==> src/rtl/d_mem_responder_pkg.sv <==
// ----------------------------------------------------------------------------
// d_mem_responder_pkg
// Shared definitions for the multi-cycle data-memory responder:
//   - default data/address width and default access latency
//   - 2-bit FSM state encoding (IDLE=0, BUSY=1, DONE=2; 3 is unused and
//     recovers to IDLE)
//   - helper to size the latency down-counter
// No ports (package).
// ----------------------------------------------------------------------------
package d_mem_responder_pkg;

    localparam int unsigned DmWidth   = 32;
    localparam int unsigned DmAddrW   = 6;
    localparam int unsigned DmLatency = 3;

    typedef enum logic [1:0] {
        DmIdle = 2'd0,
        DmBusy = 2'd1,
        DmDone = 2'd2
    } dm_state_e;

    // Counter width able to hold LATENCY-1; never narrower than one bit.
    function automatic int unsigned dm_cnt_w(input int unsigned lat);
        return (lat > 1) ? $clog2(lat) : 1;
    endfunction

endpackage

==> src/rtl/d_mem_responder_dm_array.sv <==
// ----------------------------------------------------------------------------
// d_mem_responder_dm_array
// Word array for the data-memory responder. Synchronous write, combinational
// read through a single shared word index. The array is not reset.
// Ports:
//   clk_i    clock, write on rising edge
//   we_i     write enable
//   idx_i    word index (read and write)
//   wdata_i  write data
//   rdata_o  combinational read data of MEMORY[idx_i]
// ----------------------------------------------------------------------------
module d_mem_responder_dm_array #(
    parameter int unsigned WIDTH  = 32,
    parameter int unsigned ADDR_W = 6
) (
    input  logic              clk_i,
    input  logic              we_i,
    input  logic [ADDR_W-1:0] idx_i,
    input  logic [WIDTH-1:0]  wdata_i,
    output logic [WIDTH-1:0]  rdata_o
);

    logic [WIDTH-1:0] MEMORY [2**ADDR_W];

    always_ff @(posedge clk_i) begin
        if (we_i) begin
            MEMORY[idx_i] <= wdata_i;
        end
    end

    assign rdata_o = MEMORY[idx_i];

endmodule

==> src/rtl/d_mem_responder.sv <==
// ----------------------------------------------------------------------------
// d_mem_responder
// Memory end of the CPU load/store port. Each request is served after a fixed
// LATENCY cycles; stall_o freezes the pipeline until the access completes.
// Ports:
//   clk_i         clock
//   rst_i         asynchronous active-high reset
//   mem_write_i   store request (held while stall_o=1)
//   mem_read_i    load request  (held while stall_o=1)
//   addr_i        byte address
//   write_data_i  store data
//   read_data_o   registered load data, updated only by loads / illegal access
//   stall_o       high while a request is pending and not yet complete
//   err_o         one-cycle pulse in DONE for an illegal access
// ----------------------------------------------------------------------------
module d_mem_responder
    import d_mem_responder_pkg::*;
#(
    parameter int unsigned WIDTH   = DmWidth,
    parameter int unsigned ADDR_W  = DmAddrW,
    parameter int unsigned LATENCY = DmLatency
) (
    input  logic             clk_i,
    input  logic             rst_i,
    input  logic             mem_write_i,
    input  logic             mem_read_i,
    input  logic [WIDTH-1:0] addr_i,
    input  logic [WIDTH-1:0] write_data_i,
    output logic [WIDTH-1:0] read_data_o,
    output logic             stall_o,
    output logic             err_o
);

    localparam int unsigned CntW = dm_cnt_w(LATENCY);
    localparam logic [CntW-1:0] CntLoad = (LATENCY > 1) ? CntW'(LATENCY - 2) : '0;

    dm_state_e         state_q, state_d;
    logic [CntW-1:0]   cnt_q, cnt_d;
    logic              wr_q, wr_d;
    logic              ill_q, ill_d;
    logic [ADDR_W-1:0] idx_q, idx_d;
    logic [WIDTH-1:0]  wdata_q, wdata_d;
    logic [WIDTH-1:0]  rdata_q, rdata_d;

    logic              req;
    logic              ill_in;
    logic [ADDR_W-1:0] idx_in;

    // Effective access fields: live inputs while IDLE (needed when LATENCY=1
    // jumps straight to DONE), captured copy otherwise.
    logic              eff_wr;
    logic              eff_ill;
    logic [ADDR_W-1:0] eff_idx;
    logic [WIDTH-1:0]  eff_wdata;
    logic              done_entry;
    logic              arr_we;
    logic [WIDTH-1:0]  arr_rdata;

    assign req    = mem_read_i | mem_write_i;
    assign idx_in = addr_i[ADDR_W+1:2];
    assign ill_in = (addr_i[1:0] != 2'b00)
                  | ((addr_i >> (ADDR_W + 2)) != '0)
                  | (mem_read_i & mem_write_i);

    // Next-state, counter and capture registers
    always_comb begin
        state_d = state_q;
        cnt_d   = cnt_q;
        wr_d    = wr_q;
        ill_d   = ill_q;
        idx_d   = idx_q;
        wdata_d = wdata_q;
        stall_o = 1'b0;
        case (state_q)
            DmIdle: begin
                stall_o = req;
                if (req) begin
                    wr_d    = mem_write_i;
                    ill_d   = ill_in;
                    idx_d   = idx_in;
                    wdata_d = write_data_i;
                    if (LATENCY == 1) begin
                        state_d = DmDone;
                    end else begin
                        cnt_d   = CntLoad;
                        state_d = DmBusy;
                    end
                end
            end
            DmBusy: begin
                stall_o = 1'b1;
                if (cnt_q == '0) begin
                    state_d = DmDone;
                end else begin
                    cnt_d = cnt_q - CntW'(1);
                end
            end
            DmDone: begin
                state_d = DmIdle;
            end
            default: begin
                state_d = DmIdle;
            end
        endcase
    end

    always_comb begin
        eff_wr    = (state_q == DmIdle) ? mem_write_i  : wr_q;
        eff_ill   = (state_q == DmIdle) ? ill_in       : ill_q;
        eff_idx   = (state_q == DmIdle) ? idx_in       : idx_q;
        eff_wdata = (state_q == DmIdle) ? write_data_i : wdata_q;
    end

    assign done_entry = (state_d == DmDone);
    // Reset gating keeps an abandoned store from reaching the array.
    assign arr_we     = done_entry & eff_wr & ~eff_ill & ~rst_i;

    always_comb begin
        rdata_d = rdata_q;
        if (done_entry) begin
            if (eff_ill) begin
                rdata_d = '0;
            end else if (!eff_wr) begin
                rdata_d = arr_rdata;
            end
        end
    end

    always_ff @(posedge clk_i or posedge rst_i) begin
        if (rst_i) begin
            state_q <= DmIdle;
            cnt_q   <= '0;
            wr_q    <= 1'b0;
            ill_q   <= 1'b0;
            idx_q   <= '0;
            wdata_q <= '0;
            rdata_q <= '0;
        end else begin
            state_q <= state_d;
            cnt_q   <= cnt_d;
            wr_q    <= wr_d;
            ill_q   <= ill_d;
            idx_q   <= idx_d;
            wdata_q <= wdata_d;
            rdata_q <= rdata_d;
        end
    end

    d_mem_responder_dm_array #(
        .WIDTH (WIDTH),
        .ADDR_W(ADDR_W)
    ) dm_array (
        .clk_i  (clk_i),
        .we_i   (arr_we),
        .idx_i  (eff_idx),
        .wdata_i(eff_wdata),
        .rdata_o(arr_rdata)
    );

    assign read_data_o = rdata_q;
    assign err_o       = (state_q == DmDone) & ill_q;

    // The CPU must hold its request through BUSY; a drop is only tolerated
    // when it coincides with reset.
    a_req_held_in_busy : assert property (
        @(posedge clk_i) disable iff (rst_i) (state_q == DmBusy) |-> req
    );

endmodule
==> config.mk <==
export PLATFORM = sky130hd
export DESIGN_NAME = d_mem_responder
export DESIGN_NICKNAME = d
export VERILOG_FILES = /design/src/rtl/d_mem_responder_pkg.sv /design/src/rtl/d_mem_responder_dm_array.sv /design/src/rtl/d_mem_responder.sv
export SDC_FILE = /design/constraint.sdc
export NUM_CORES = 2
export LEC_CHECK = 0
export CAP_MARGIN = 15
export CORE_ASPECT_RATIO = 0.75
export CORE_UTILIZATION = 62
export DETAILED_ROUTE_END_ITERATION = 12
export GPL_ROUTABILITY_DRIVEN = 0
export GPL_TIMING_DRIVEN = 0
export PLACE_DENSITY = 0.89
export SETUP_SLACK_MARGIN = 0.05
export SLEW_MARGIN = 20
export SYNTH_ARGS = -nofsm -noshare
export SYNTH_HDL_FRONTEND = slang
export SYNTH_SLANG_ARGS = --single-unit
==> constraint.sdc <==
create_clock -name clk_i -period 5.5 [get_ports clk_i]
set_input_delay 1.1 -clock clk_i [delete_from_list [all_inputs] [get_ports clk_i]]
set_output_delay 1.1 -clock clk_i [all_outputs]
set_load 0.01 [all_outputs]
==> qor.csv, run 1 <==
stage;metric;value;unit
outcome;outcome;aborted with a tool error;
outcome;Failed at;global routing;
outcome;Run Error;[ERROR GRT-0232] Routing congestion too high. Check the congestion heatmap in the GUI.;
logic_synthesis;Synth Register Bits;2124;
place;placed insts;6856;
place;IO Port Bufs;99;
place;hpwl dp;235500;um
floorplanning;I/O Pins;102;
floorplanning;Die Wd;413.5;um
logic_synthesis;Synth cell types;76;
logic_synthesis;post-synthesis cell area;0.07873;sq mm
floorplanning;DIE HEIGHT;310.6;um
cts;cts bufs inserted;178;
logic_synthesis;Synth Warn #;0;
logic_synthesis;Post-synth EDFFs;2048;
logic_synthesis;top cell type's share of synthesized area;0.7811;
logic_synthesis;top_reg_cell synth;edfxtp_1;
logic_synthesis;asr flop ratio synth;0.03578;
logic_synthesis;Synth area leaders;edfxtp_1 (78%), o22ai_1 (4.9%), nand2_1 (2.4%), dfrtp_1 (2.4%), a21oi_1 (2.1%);
cts;CTS Sinks;2124;
logic_synthesis;sequential share of the synthesized area;0.8053;
logic_synthesis;Net Count, Synth;5010;
global_route;total gr overflow;87;
logic_synthesis;Mapped Cells;4941;
cts;CTS Root Cell;clkbuf_16;
global_route;largest net degree at the start of global routing;65;
place;Post-Place Cell Area;0.08634;sq mm
cts;Clock Path Buffers;3;
logic_synthesis;syn avg cell area;15.93;sq um
global_route;All-Layer GR Usage;0.7002;
cts;htree depth;4;
logic_synthesis;largest area contributor in the netlist;edfxtp_1;
floorplanning;initial core utilization;0.6291;
floorplanning;# rows;112;
cts;Post-CTS Setup Bufs;0;
[timing repair]
| item | in CTS |
|---|---|
| gates cloned | 0 |
| endpoints found under the setup margin | 168 |
| hold buffers | 0 |
| gates resized for setup | 3 |
[logic make-up after synthesis]
kind of cell | share of synthesized area
buffers and inverters | 0.01847
DFF | 0.8053
AOI/OAI and AO/OA | 0.1057
adders and majority gates | 0.0001589
muxes | 0.01009
and+or+nand+nor | 0.06030
[cell usage after synthesis, types with 45 or more instances]
cell type	count
o21ai_0	47
nor3_1	94
nor2_1	347
nand3_1	51
a31oi_1	99
dfrtp_1	76
mux2_2	45
edfxtp_1	2048
o22ai_1	620
a21oi_1	331
clkbuf_1	85
nand2_1	512
buf_2	151
nor4_1	65
[routing by layer]
metal  GRT overflow  track usage
met1             11       0.7034
met2             27       0.7539
met3             13       0.6871
met4             35       0.6235
met5              1       0.5765
[stage by stage]
step	setup slack, ns	hold slack (ns)
2_1_floorplan	1.246	0.4806
3_3_place_gp	-3.224	0.4884
3_5_place_dp	-0.6486	0.4984
4_1_cts	0.2459	0.5146
==> run 2: changes to the inputs <==
--- a/config.mk
+++ b/config.mk
@@ -6,13 +6,11 @@
 export NUM_CORES = 2
 export LEC_CHECK = 0
 export CAP_MARGIN = 15
-export CORE_ASPECT_RATIO = 0.75
-export CORE_UTILIZATION = 62
+export CORE_UTILIZATION = 40
 export DETAILED_ROUTE_END_ITERATION = 12
 export GPL_ROUTABILITY_DRIVEN = 0
 export GPL_TIMING_DRIVEN = 0
-export PLACE_DENSITY = 0.89
-export SETUP_SLACK_MARGIN = 0.05
+export PLACE_DENSITY_LB_ADDON = 0.15
 export SLEW_MARGIN = 20
 export SYNTH_ARGS = -nofsm -noshare
 export SYNTH_HDL_FRONTEND = slang
==> run 2 against run 1 <==
Net effect: the flow now finishes, with violations (negative setup slack); synthesized cell count unchanged; synthesized area unchanged.
==> qor.csv, run 2 <==
stage;metric;value;unit;change
outcome;outcome;finished with violations;;
outcome;failing checks;negative setup slack;;
logic_synthesis;most numerous cell in the Yosys netlist;edfxtp_1;;
global_route;total gr overflow;0;;
setup_path;reg-to-reg startpoint;state_q[1];;
detailed_routing;DRC Markers;0;;
setup_path;Crit path required time;6.32;ns;
cts;Clock Path Buffers;3;;unchanged
logic_synthesis;Net Count, Synth;5010;;unchanged
global_route;All-Layer GR Usage;0.3917;;
finish;Largest register FFs;2048;;
floorplanning;die footprint;0.1986;sq mm;
timing;Slew Viols, Final;0;;
setup_path;crit path capture type;flip-flop;;
detailed_routing;drt via density;6.913;;
cts;PostCTS Resize Cnt;0;;-3
timing;Slew headroom;0.02496;;
finish;Area Growth Syn to Fin;22.24;%;
power;pwr/cell area;609.2;mW/mm^2;
logic_synthesis;Post-synth EDFFs;2048;;unchanged
timing;Fin. Hold Viols;0;;
detailed_routing;antenna viol nets, final;0;;
setup_path;crit start category;primary input;;
setup_path;RR Endpoint;dm_array.MEMORY[53][31];;
finish;fillers;16310;;
min_path;Hold Path Depth;1;;
cts;CTS tree;done;;
logic_synthesis;top post-synthesis cells by count;edfxtp_1 (2048), o22ai_1 (620), nand2_1 (512);;
setup_path;Crit Path Category;in -> reg;;
floorplanning;I/O Pins;102;;unchanged
logic_synthesis;top cell type's share of synthesized area;0.7811;;unchanged
logic_synthesis;post-synthesis cell area;0.07873;sq mm;unchanged
min_path;Worst Hold End;wdata_q[25];;
cts;Post-CTS Hold Fix Bufs;0;;unchanged
finish;Biggest register;dm_array.MEMORY;;
timing;Worst Max-Slew Pin Slew;1.457;ns;
global_route;initial antenna violation count;43;;
global_route;largest net degree at the start of global routing;65;;
cts;cts bufs inserted;216;;+21%
detailed_routing;final WL;395200;um;
timing;Final period util;1.027;;
cts;Clock Latency Late Sink;0.90;ns;
floorplanning;DIE HEIGHT;445.7;um;+43%
setup_path;CP max FO;10;;
logic_synthesis;Synth Register Bits;2124;;unchanged
setup_path;R2R cell count;12;;
detailed_routing;drt first pass iters;7;;
setup_path;arrival time at the worst endpoint;6.47;ns;
timing;unrepaired setup endpoints after global routing;no;;
cts;htree depth;4;;unchanged
place;IO Port Bufs;99;;unchanged
power;Leak;0.03098;uW;
finish;share of cells above drive strength 1;0.1672;;
logic_synthesis;Synth Warn #;0;;unchanged
timing;Final WS setup;-0.1484;ns;
logic_synthesis;Synth cell types;76;;unchanged
global_route;first-pass GRT wire length;503500;um;
power;peak supply drop;0.0006946;V;
floorplanning;core area;0.1952;sq mm;
cts;Post-CTS Setup Bufs;0;;unchanged
logic_synthesis;syn avg cell area;15.93;sq um;unchanged
detailed_routing;routed via count;57510;;
min_path;Hold Startpoint;wdata_q[25];;
logic_synthesis;top_reg_cell synth;edfxtp_1;;
power;total power;58630;uW;
finish;commonest non-fill, non-tap cells in the layout;edfxtp_1 (2048), o22ai_1 (619), nand2_1 (478), a21oi_1 (331), nor2_1 (280);;
logic_synthesis;Mapped Cells;4941;;unchanged
cts;CTS clk-pin slew, worst paths;0.06;ns;
min_path;hold crit path type;reg -> reg;;
place;hpwl dp;267800;um;+14%
finish;fin nets;5563;;
timing;skew final;0.03353;ns;
detailed_routing;WL per Instance;47.50;um;
logic_synthesis;asr flop ratio synth;0.03578;;unchanged
cts;CTS Root Cell;clkbuf_16;;
setup_path;reg-to-reg slack, setup;0.05;ns;
finish;commonest non-fill, non-tap cell in the layout;edfxtp_1;;
floorplanning;# rows;162;;+45%
job;max cap viols;0;;
timing;fmax;177.0;MHz;
logic_synthesis;sequential share of the synthesized area;0.8053;;unchanged
timing;Setup violations, final;4;;
floorplanning;Die Wd;445.7;um;+7.8%
finish;utilization after layout;0.4931;;
cts;CTS Sinks;2124;;unchanged
timing;Final min period;5.648;ns;
global_route;number of global-route vias before repair;50540;;
floorplanning;initial core utilization;0.4033;;-0.2258
detailed_routing;1st-iter DRT viols;12390;;
logic_synthesis;largest area contributor in the netlist;edfxtp_1;;
logic_synthesis;Synth area leaders;edfxtp_1 (78%), o22ai_1 (4.9%), nand2_1 (2.4%), dfrtp_1 (2.4%), a21oi_1 (2.1%);;
[run 2: cell counts after synthesis]
Identical to the previous run, type by type.
[run 2: cells by family (layout without fill, tap and decap cells)]
family | Yosys count | count (layout) | synth area share
DFF | 2124 | 2124 | 0.8053
other | 0 | 18 | 0
and+or+nand+nor | 1124 | 1124 | 0.06030
adders and majority gates | 1 | 1 | 0.0001589
AOI/OAI and AO/OA | 1312 | 1312 | 0.1057
buffers and inverters | 308 | 1044 | 0.01847
muxes | 72 | 72 | 0.01009
[run 2: worst max path at each step]
stage                from  cells past startpoint  slack [ns]                      end
2_1_floorplan  addr_i[15]                      7        1.25   dm_array.MEMORY[14][0]
3_3_place_gp   mem_read_i                      8       -4.83  dm_array.MEMORY[59][19]
3_5_place_dp    addr_i[4]                     11       -0.71          read_data_o[25]
4_1_cts         addr_i[4]                     11        0.19          read_data_o[25]
5_1_grt         addr_i[4]                     11        0.07          read_data_o[19]
6_report        addr_i[4]                     12       -0.15          read_data_o[13]
[run 2: routing by layer]
layer	vias up	track usage	share of wire
met5	-	0.006105	0.00083
met4	24	0.2845	0.091
met3	1427	0.1477	0.16
met2	5885	0.5463	0.41
met1	29300	0.4969	0.34
li1	20880	-	-
[run 2: critical path, stage by stage]
cell	delay [ns]
clkdlybuf4s50_1	0.64
nor3b_1	0.29
buf_2	0.25
a22oi_2	0.29
buf_4	0.26
buf_4	0.44
buf_2	0.58
o22ai_1	0.43
nor4_1	0.65
o22ai_1	0.54
nor3_1	0.67
a32o_1	0.26
[run 2: stage by stage]
| stage | setup slack, ns | cells | TNS (ns) | instance area, sq um | hold WS, ns |
|---|---|---|---|---|---|
| after CTS | 0.1934 | 8301 | 0 | 96170 | 0.5124 |
| after global placement | -4.832 | 7664 | -8505.75 | 83000 | 0.4883 |
| after floorplan | 1.246 | 4941 | 0 | 78730 | 0.4806 |
| final | -0.1484 | 8319 | -0.4607 | 96240 | 0.5113 |
| after global routing | 0.06986 | 8301 | 0 | 96200 | 0.5209 |
| after detailed placement | -0.7078 | 7900 | -77.53 | 89500 | 0.4971 |
[run 2: where the power goes]
part | internal [uW] | total [uW] | switching (uW) | leakage (uW)
Combinational | 4590 | 22800 | 18200 | 0.00830
Sequential | 21400 | 21500 | 96.6 | 0.0194
Clock | 7830 | 14300 | 6500 | 0.00324
Total | 33800 | 58600 | 24800 | 0.0310
[run 2: layout make-up]
cell class | count | area, sq um | share of cell area
repair buffers | 335 | 6555 | 0.06811
diodes | 18 | 45.04 | 0.0004680
well taps | 2624 | 3283 | 0.03411
clock inverters | 111 | 894.6 | 0.009295
multi-input cells | 2509 | 14740 | 0.1531
plain buffers | 298 | 1508 | 0.01567
inverters | 10 | 42.54 | 0.0004420
flip-flops and latches | 2124 | 63400 | 0.6588
clock buffers | 290 | 5776 | 0.06001
(Power assumes the default switching activity.)
